==> config.mk <==
export PLATFORM = sky130hd
export DESIGN_NAME = iic_dri_16b
export DESIGN_NICKNAME = d
export VERILOG_FILES = /design/src/rtl/iic_dri_16b.sv
export SDC_FILE = /design/constraint.sdc
export NUM_CORES = 1
export LEC_CHECK = 0
export ABC_AREA = 1
export CORE_MARGIN = 10
export CORE_UTILIZATION = 55
export DETAILED_ROUTE_END_ITERATION = 7
export PLACE_DENSITY = 0.8
export SYNTH_ARGS = -nofsm -noshare
export SYNTH_HDL_FRONTEND = slang
export SYNTH_SLANG_ARGS = --single-unit
==> constraint.sdc <==
create_clock -name clk -period 2 [get_ports clk]
set_input_delay 0.4 -clock clk [delete_from_list [all_inputs] [get_ports clk]]
set_output_delay 0.4 -clock clk [all_outputs]
set_load 0.05 [all_outputs]
==> src/rtl/iic_dri_16b.sv <==
// iic_dri_16b: I2C master for single-byte register write/read with a 16-bit register address
module iic_dri_16b #(
  parameter int CLK_FREQ = 50_000_000,
  parameter int SCL_FREQ = 100_000
) (
  input  logic        clk,
  input  logic        rstn,
  input  logic [7:0]  device_id,
  input  logic        iic_trig,
  input  logic        w_r,
  input  logic [15:0] addr,
  input  logic [7:0]  data_in,
  output logic        busy,
  output logic [7:0]  data_out,
  output logic        byte_over,
  output logic        ack_err,
  output logic        scl,
  output logic        sda_oe,
  input  logic        sda_in
);
  localparam int QDIV = CLK_FREQ / (4 * SCL_FREQ);
  localparam int QW = $clog2(QDIV);
  typedef enum logic [2:0] {IDLE, START, TX_BYTE, ACK_CHK, RSTART, RX_BYTE, MNACK, STOP} state_t;
  state_t state, state_nx;
  logic [QW-1:0] qcnt;
  logic [1:0] q, byte_cnt, sda_s;
  logic [2:0] bit_cnt;
  logic [7:0] tx_sh, rx_sh, dev_l, data_l;
  logic [15:0] addr_l;
  logic wr_l, ack_bit, q_end, slot_end, samp;
  assign q_end = qcnt == QW'(QDIV - 1);
  assign slot_end = q_end && q == 2'd3;
  assign samp = q_end && q == 2'd1;
  assign busy = state != IDLE;
  always_ff @(posedge clk or negedge rstn)
    if (!rstn) state <= IDLE;
    else state <= state_nx;
  always_comb begin
    state_nx = state;
    if (state == IDLE) state_nx = iic_trig ? START : IDLE;
    else if (slot_end)
      case (state)
        START, RSTART: state_nx = TX_BYTE;
        TX_BYTE: state_nx = bit_cnt == 3'd7 ? ACK_CHK : TX_BYTE;
        ACK_CHK: state_nx = ack_bit ? STOP :
                            byte_cnt != 2'd3 ? ((byte_cnt == 2'd2 && !wr_l) ? RSTART : TX_BYTE) :
                            wr_l ? STOP : RX_BYTE;
        RX_BYTE: state_nx = bit_cnt == 3'd7 ? MNACK : RX_BYTE;
        MNACK: state_nx = STOP;
        default: state_nx = IDLE;
      endcase
  end
  // SCL is high in q1/q2 of every slot except STOP, which parks it high from q1 on
  always_comb begin
    scl = state == IDLE ? 1'b1 : state == STOP ? q != 2'd0 : q[0] ^ q[1];
    sda_oe = (state == START || state == RSTART) ? q[1] :
             state == TX_BYTE ? ~tx_sh[7] :
             state == STOP ? ~q[1] : 1'b0;
    byte_over = slot_end && ((state == ACK_CHK && byte_cnt == 2'd3 && wr_l && !ack_bit) || state == MNACK);
  end
  always_ff @(posedge clk or negedge rstn)
    if (!rstn) begin
      qcnt <= '0;
      q <= '0;
      byte_cnt <= '0;
      bit_cnt <= '0;
      sda_s <= 2'b11;
      tx_sh <= '0;
      rx_sh <= '0;
      dev_l <= '0;
      data_l <= '0;
      addr_l <= '0;
      wr_l <= 1'b0;
      ack_bit <= 1'b0;
      ack_err <= 1'b0;
      data_out <= '0;
    end else begin
      sda_s <= {sda_s[0], sda_in};
      if (state == IDLE) begin
        qcnt <= '0;
        q <= '0;
        if (iic_trig) begin
          dev_l <= device_id;
          wr_l <= w_r;
          addr_l <= addr;
          data_l <= data_in;
          ack_err <= 1'b0;
        end
      end else begin
        qcnt <= q_end ? '0 : qcnt + 1'b1;
        if (q_end) q <= q + 2'd1;
        if (samp) begin
          ack_bit <= sda_s[1];
          if (state == RX_BYTE) rx_sh <= {rx_sh[6:0], sda_s[1]};
        end
        if (slot_end)
          case (state)
            START: begin
              tx_sh <= dev_l & 8'hFE;
              byte_cnt <= 2'd0;
              bit_cnt <= 3'd0;
            end
            RSTART: begin
              tx_sh <= dev_l | 8'h01;
              byte_cnt <= 2'd3;
              bit_cnt <= 3'd0;
            end
            TX_BYTE: begin
              tx_sh <= tx_sh << 1;
              bit_cnt <= bit_cnt + 3'd1;
            end
            RX_BYTE: begin
              bit_cnt <= bit_cnt + 3'd1;
              if (bit_cnt == 3'd7) data_out <= rx_sh;
            end
            ACK_CHK:
              if (ack_bit) ack_err <= 1'b1;
              else begin
                byte_cnt <= byte_cnt + 2'd1;
                tx_sh <= byte_cnt == 2'd0 ? addr_l[15:8] : byte_cnt == 2'd1 ? addr_l[7:0] : data_l;
              end
            default: ;
          endcase
      end
    end
endmodule

==> flow_summary.ini, run 1 <==
[die]
row_count = 30
io_pins = 50
core-area_um2 = 6790
initial_core_util_pct = 56.4
die_height_um = 103
die_x_um = 103
dieArea_um2 = 10700

[yosys]
synth.avg_cell_area_um2 = 8.21
yosys_warnings = 0
syn_nets = 515
synth-seq-area-share_pct = 50.3
syn_inst = 467
yosysUniqueCellTypes = 27
synth-seq-cells = 77
synth_area_um2 = 3830

[clock_tree]
clkSinkCount = 77
hold_buffers = 0
cts_tree = built
htreeDepth = 3
clock_latency_ns = 0.36
path_clk_slew_ns = 0.09
root_buffer = clkbuf_8
cts_buffers = 9
clk_path_buf_depth = 2

[critical_path]
crit_chain = inv_1 > ha_2 > nand3_4 > nor2_8 > nand2_4 > a21oi_4 > buf_12
crit_family = flip-flops
cp-end-kind = output port
path_max_fanout = 2
cpPeakStageDelay_ns = 0.40
worstSetupPathType = flip-flop to output port
critPathArrivalTime_ns = 1.60
path_buf_inv = 2
cp_slowest_cell = dfrtp_1
cp-start-kind = flip-flop
cp.required_ns = 1.60

[timing]
worst_slew_pin_slew_ns = 0.591
rsz0062_at_grt = true
tns_ns = -0.00478
finalMaxSlewViolations = 0
fmax_mhz = 499
max-slew-margin-rel_pct = 60.6
fin_skew_ns = 0.00746
setup_viol = 1
period_share_pct = 100
finalHoldViolCount = 0
layout_setup_ws_ns = -0.00478
finalCriticalPeriod_ns = 2.00

[placed_design]
preCtsSetupSlack_ns = 0.214
globalplace.congestion = 0.889
dpl_cell_area_um2 = 4460
portBuffers = 48
dp_hpwl_mm = 5.96
dp.cells = 606

[final_layout]
fill_cells = 512
num_antenna_cells = 0
layout-drive-gt1-share_pct = 15.8
instances_no_fill = 639
fin_area_um2 = 4900
syn2layout_area_growth_pct = 27.8
fin_nets = 586

[status]
status = finished with violations
violations = setup timing

[drt]
vias_per_cell = 5.07
drc = 0
first_pass_iters = 4
first_iter_violations = 188
avgRoutedWirePerCell_um = 14.0
wl_mm = 8.96
ant_nets = 0
vias = 3240

[min_path]
min_path_type = input pin to async pin

[global_route]
overflow = 0
grt_first_pass_wirelength_mm = 14.6
grt_max_degree = 48
antenna_found_initial = 0
grt_use_total_pct = 17.3
grt_pass1_vias = 3146

[power]
ir_drop_mv = 0.436
p_leak_nw = 2.49
power_density_nw_per_um2 = 612

[job]
maxCapViolCount = 0
[logic make-up (layout without fill, tap and decap cells)]
family / Yosys count / after routing / share of synthesized area, %
buf+inv: 47 / 123 / 5.84
xor+xnor: 3 / 3 / 0.686
flops: 77 / 77 / 50.3
fa+ha+maj: 11 / 11 / 3.59
simple gates: 284 / 284 / 33.4
compound gates: 45 / 45 / 6.11
[worst register-to-register path, cell delays in order (launching register included)]
cell,delay (ns)
dfrtp_1,0.42
inv_1,0.09
ha_1,0.22
inv_1,0.38
nand3_1,0.15
nand2_1,0.12
nand3_1,0.10
nand2_1,0.10
nand2_1,0.07
[area by class of cell]
cell class                      instances  area, um^2  area share [%]
Tap cell                               96         120            2.45
Timing Repair Buffer                   73         736            15.0
Multi-Input combinational cell        343        1760            36.0
Inverter                               34         138            2.81
Clock inverter                          6        71.3            1.46
Sequential cell                        77        1930            39.5
Clock buffer                           10         138            2.81
[per-layer routing]
layer	track usage [%]	routed length (um)	vias up
met1	21.6	3870	1542
met3	3.85	491	11
met4	6.95	101	0
met2	28.4	4490	85
li1	-	-	1602
met5	0	0	-
[synthesized netlist by cell type, drive strengths merged]
| cell | count | area, um^2 |
|---|---|---|
| a21oi | 8 | 40.0 |
| buf | 13 | 96.3 |
| dfrtp | 75 | 1880 |
| dfstp | 2 | 52.6 |
| ha | 11 | 138 |
| inv | 34 | 128 |
| nand2 | 212 | 831 |
| nand3 | 31 | 220 |
| nand3b | 2 | 15.0 |
| nand4 | 1 | 6.26 |
| nor2 | 36 | 198 |
| nor3 | 1 | 5.00 |
| o211ai | 2 | 15.0 |
| o21ai | 34 | 170 |
| o221ai | 1 | 8.76 |
| or2 | 1 | 6.26 |
| xnor2 | 2 | 17.5 |
| xor2 | 1 | 8.76 |
[metrics by stage]
stage | total power [mW] | util [%] | hold slack (ns)
CTS | 3.03 | 69.5 | 0.0538
floorplan | 1.68 | - | 0.104
global placement | 1.79 | 65.6 | 0.347
global route | 3.10 | 72.1 | 0.0787
detailed placement | 1.79 | 65.6 | 0.350
finish | 3.00 | 72.1 | 0.0400
[layout by cell type, fill, tap and decap left out, types with 9 or more instances in the layout]
cell and n:
nand2_1 204, dfrtp_1 72, clkdlybuf4s50_1 43, nor2_1 29, inv_1 28, o21ai_0 27, buf_4 24, nand3_1 22
clkbuf_8 10, ha_1 9
[timing repair]
item | CTS | global route
pin swaps | 3 | 5
setup buffers | 5 | 12
gates resized for setup | 7 | 17
endpoints found under the setup margin | 3 | 3
cloned | 0 | 0
[worst paths after layout]
path                                         start                     end  slack [ns]  cells past startpoint
max                              qcnt[0]$_DFF_PN0_               byte_over      -0.005                      7
min                                           rstn   addr_l[1]$_DFFE_PN0P_        0.04                      1
max reg2reg                byte_cnt[0]$_DFFE_PN0P_    tx_sh[4]$_DFFE_PN0P_        0.26                      8
min reg2reg                     sda_s[0]$_DFF_PN1_      sda_s[1]$_DFF_PN1_        0.36                      0
max in group asynchronous                     rstn  addr_l[11]$_DFFE_PN0P_        1.37                      2
min in group clk                sda_s[0]$_DFF_PN1_      sda_s[1]$_DFF_PN1_        0.36                      0
[power by group]
group	switching, mW	total, mW	internal (mW)
clock network	0.617	1.24	0.619
logic	0.0655	0.150	0.0844
registers	0.0204	1.61	1.59
total	0.703	3.00	2.30
[registers in the layout, summed over array words and instances (netlist names), 2 cells and up]
signal / flops
q: 2
byte_cnt: 2
data_out: 8
state: 3
sda_s: 2
data_l: 8
qcnt: 7
dev_l: 7
addr_l: 16
bit_cnt: 3
rx_sh: 8
tx_sh: 8
Note: power is estimated with default switching activity, not from simulation.
==> run 2: changes to the inputs <==
--- a/config.mk
+++ b/config.mk
@@ -6,7 +6,6 @@
 export NUM_CORES = 1
 export LEC_CHECK = 0
 export ABC_AREA = 1
-export CORE_MARGIN = 10
 export CORE_UTILIZATION = 55
 export DETAILED_ROUTE_END_ITERATION = 7
 export PLACE_DENSITY = 0.8
==> flow_summary.ini, run 2 (synthesis gave the netlist of run 1 again) <==
[status]
status = finished clean

[clock_tree]
path_clk_slew_ns = 0.08
htreeDepth = 3
clock_latency_ns = 0.35
cts_buffers = 9
clkSinkCount = 77
hold_buffers = 0
root_buffer = clkbuf_8
clk_path_buf_depth = 2
cts_tree = built

[drt]
drc = 0
vias = 3143
first_pass_iters = 5
vias_per_cell = 5.13
ant_nets = 0
wl_met2_mm = 3.69
top_layer = met4
met1_length_mm = 3.69
routed-wl-met3_um = 353
first_iter_violations = 173
avgRoutedWirePerCell_um = 12.9
wl_mm = 7.91

[global_route]
overflow = 0
grt_pass1_vias = 3156
grt_max_degree = 41
antenna_found_initial = 0
grt_use_total_pct = 24.3
grt_first_pass_wirelength_mm = 13.9

[placed_design]
dpl_cell_area_um2 = 4430
preCtsSetupSlack_ns = 0.232
globalplace.congestion = 0.843
portBuffers = 48
dp_hpwl_mm = 5.46

[job]
maxCapViolCount = 0

[final_layout]
largest_reg_flops = 16
layout-drive-gt1-share_pct = 13.3
regMostFlops = addr_l
syn2layout_area_growth_pct = 23.8
fin_nets = 577
final_common_cell = nand2_1
final_core_util_pct = 70.2
num_antenna_cells = 0
fin_area_um2 = 4750
final_cell_mix = 205 x nand2_1, 72 x dfrtp_1, 43 x clkdlybuf4s50_1, 29 x inv_1, 29 x nor2_1

[die]
die_height_um = 85.5
die_x_um = 85.5
io_pins = 50
row_count = 30
dieArea_um2 = 7310
core-area_um2 = 6760
initial_core_util_pct = 56.7

[critical_path]
worstSetupPathType = flip-flop to output port
cp-end-kind = output port
cp.required_ns = 1.60
critPathArrivalTime_ns = 1.58
rrSetupSlack_ns = 0.29
cp-start-kind = flip-flop
path_max_fanout = 4

[power]
power_mw = 3.05
power_density_nw_per_um2 = 642
p_leak_nw = 2.42
ir_drop_mv = 0.432

[timing]
rsz0062_at_grt = true
max-slew-margin-rel_pct = 65.7
layout_setup_ws_ns = 0.0214
setup_viol = 0
finalMaxSlewViolations = 0
finalHoldViolCount = 0
period_share_pct = 98.9
fmax_mhz = 505
fin_skew_ns = 0.0149
worst_slew_pin_slew_ns = 0.513
tns_ns = 0
finalCriticalPeriod_ns = 1.98

[min_path]
min_path_type = input pin to async pin
run 2: cell types whose count changed in the layout (fill, tap and decap cells not counted), sizes merged:
cell | before | now
bufinv | 1 | 2
clkbuf | 11 | 9
buf | 29 | 21
clkinv | 3 | 2
run 2: per-layer routing:
metal | up-vias | global-route usage (%)
met5 | - | 0
met4 | 0 | 8.48
met3 | 20 | 4.28
met2 | 79 | 39.1
met1 | 1461 | 33.2
li1 | 1583 | -
run 2: metrics by stage:
step / std cells / hold WS (ns)
after floorplan: 467 / 0.104
after global placement: 589 / 0.347
after detailed placement: 589 / 0.348
after CTS: 609 / 0.0320
after global routing: 613 / 0.0469
final: 613 / 0.0172
run 2: timing repair:
action	CTS	global route
setup endpoints to repair	3	3
buffers inserted	5	4
pin swaps	2	2
gates resized for setup	8	4
run 2: worst max-delay path: stages, from the launching register on:
cell	delay (ns)
dfrtp_1	0.41
inv_1	0.07
ha_2	0.19
nand3_4	0.10
nor2_8	0.11
nand2_4	0.06
a21oi_4	0.14
buf_12	0.15
run 2: cell type report:
type | instances | area, um^2
fill | 531 | 2010
sequential | 77 | 1930
multi-input combinational | 343 | 1720
timing repair buffer | 64 | 651
inverter | 34 | 133
clock buffer | 9 | 124
tap | 80 | 100
clock inverter | 6 | 88.8
run 2: power breakdown:
| group | internal (mW) | switching, mW | total, mW |
|---|---|---|---|
| Clock | 0.696 | 0.589 | 1.28 |
| Combinational | 0.0845 | 0.0655 | 0.150 |
| Sequential | 1.59 | 0.0195 | 1.61 |
run 2: final timing paths:
kind                                         to          startpoint  depth (start not counted)
min in group clk             sda_s[1]$_DFF_PN1_  sda_s[0]$_DFF_PN1_                          0
max in group asynchronous  dev_l[1]$_DFFE_PN0P_                rstn                          2
min reg2reg                  sda_s[1]$_DFF_PN1_  sda_s[0]$_DFF_PN1_                          0
min                           qcnt[3]$_DFF_PN0_                rstn                          1
max                                   byte_over   qcnt[0]$_DFF_PN0_                          7
max reg2reg                tx_sh[6]$_DFFE_PN0P_   qcnt[0]$_DFF_PN0_                          9
==> run 3: changes to the inputs <==
--- a/config.mk
+++ b/config.mk
@@ -6,6 +6,7 @@
 export NUM_CORES = 1
 export LEC_CHECK = 0
 export ABC_AREA = 1
+export CORE_ASPECT_RATIO = 1.5
 export CORE_UTILIZATION = 55
 export DETAILED_ROUTE_END_ITERATION = 7
 export PLACE_DENSITY = 0.8
==> flow_summary.ini, run 3 (synthesis gave the netlist of run 1 again) <==
[timing]
setup_viol = 3
period_share_pct = 102
fin_skew_ns = 0.0137
rsz0062_at_grt = true
fmax_mhz = 491
tns_ns = -0.0767
max-slew-margin-rel_pct = 67.4
worst_slew_pin_slew_ns = 0.488
layout_setup_ws_ns = -0.0358
finalCriticalPeriod_ns = 2.04
finalMaxSlewViolations = 0
finalHoldViolCount = 0

[clock_tree]
path_clk_slew_ns = 0.08
clock_latency_ns = 0.37
root_buffer = clkbuf_8
cts_buffers = 9
clk_path_buf_depth = 2
clkSinkCount = 77
cts_tree = built
htreeDepth = 3

[power]
p_leak_nw = 2.49
power_density_nw_per_um2 = 630
ir_drop_mv = 0.475
power_mw = 3.06

[final_layout]
instances_no_fill = 619
fin_area_um2 = 4860
num_antenna_cells = 0
final_common_cell = nand2_1
final_cell_mix = 202 x nand2_1, 71 x dfrtp_1, 43 x clkdlybuf4s50_1, 29 x inv_1, 29 x nor2_1
largest_reg_flops = 16
syn2layout_area_growth_pct = 26.8
layout-drive-gt1-share_pct = 15.3
fin_nets = 586
regMostFlops = addr_l

[critical_path]
path_max_fanout = 6
crit_chain = buf_4 > nor2_2 > nand2_2 > a21oi_4 > buf_12
path_buf_inv = 2
worstSetupPathType = flip-flop to output port
cp-start-kind = flip-flop
cpPeakStageDelay_ns = 0.49
cp.required_ns = 1.60
cp-end-kind = output port
critPathArrivalTime_ns = 1.64
crit_family = flip-flops
rr_startpoint = byte_cnt[1]$_DFFE_PN0P_
crit_path_start = state[0]$_DFFE_PN0P_
cp_slowest_cell = dfrtp_2

[die]
row_count = 36
dieArea_um2 = 7310
core-area_um2 = 6620
io_pins = 50
initial_core_util_pct = 57.9
die_height_um = 104
die_x_um = 70.2

[placed_design]
dp.cells = 585
dp_hpwl_mm = 5.52
portBuffers = 48
globalplace.congestion = 0.876
dpl_cell_area_um2 = 4420

[drt]
wl_mm = 8.32
ant_nets = 0
first_iter_violations = 277
first_pass_iters = 5
vias_per_cell = 5.26
vias = 3255
drc = 0
avgRoutedWirePerCell_um = 13.4

[global_route]
overflow = 0
grt_max_degree = 38
grt_first_pass_wirelength_mm = 14.1
grt_pass1_vias = 3124
antenna_found_initial = 0
grt_use_total_pct = 24.7

[min_path]
min_path_type = flip-flop to flip-flop
worstHoldStart = sda_s[0]$_DFF_PN1_

[status]
status = finished with violations
violations = setup timing

[job]
maxCapViolCount = 0
[run 3: changes by cell type in the layout (fill, tap and decap cells not counted), sizes merged]
cell and delta:
buf +8, clkbuf +3, clkinvlp -1, dlygate4sd3 +1, inv -1
[run 3: timing repair]
item / CTS / global route
gates resized for setup: 8 / 14
endpoints found under the hold margin: 24 / 0
pin swaps: 2 / 7
setup endpoints to repair: 3 / 3
buffers inserted: 6 / 11
hold buffers: 1 / 0
[run 3: cell type report]
class,count,area (um^2)
Tap cell,76,95.1
Inverter,34,135
Multi-Input combinational cell,343,1750
Timing Repair Buffer,73,724
Sequential cell,77,1930
Clock inverter,4,72.6
Fill cell,510,1760
Clock buffer,12,145
[run 3: where the power goes]
group	internal [mW]	switching, mW
combinational	0.0858	0.0665
clock	0.736	0.562
sequential	1.59	0.0201
[run 3: through the flow]
stage | util, % | hold WS [ns] | setup slack [ns]
after floorplan | - | 0.104 | 0.00551
after global placement | 66.8 | 0.334 | 0.278
after CTS | 71.3 | 0.362 | 0.000135
after global routing | 73.4 | 0.372 | -0.0902
final | 73.4 | 0.366 | -0.0358
after detailed placement | 66.8 | 0.337 | 0.231
[run 3: path summary, 6_finish.rpt]
path | slack, ns | cells past startpoint | to
worst min register to register | 0.37 | 0 | sda_s[1]$_DFF_PN1_
worst max register to register | 0.27 | 9 | tx_sh[5]$_DFFE_PN0P_
max in group asynchronous | 0.92 | 3 | sda_s[1]$_DFF_PN1_
worst min-delay path | 0.37 | 0 | sda_s[1]$_DFF_PN1_
min in group asynchronous | 0.49 | 2 | qcnt[4]$_DFF_PN0_
worst max-delay path | -0.04 | 5 | byte_over
[run 3: layer usage]
metal / global-route usage [%] / vias to the layer above / part of all wire [%]
met4: 10.1 / 0 / 3.5
li1: - / 1605 / -
met2: 43.1 / 111 / 53
met3: 6.30 / 24 / 4.1
met1: 28.5 / 1515 / 39
met5: 0 / - / 0
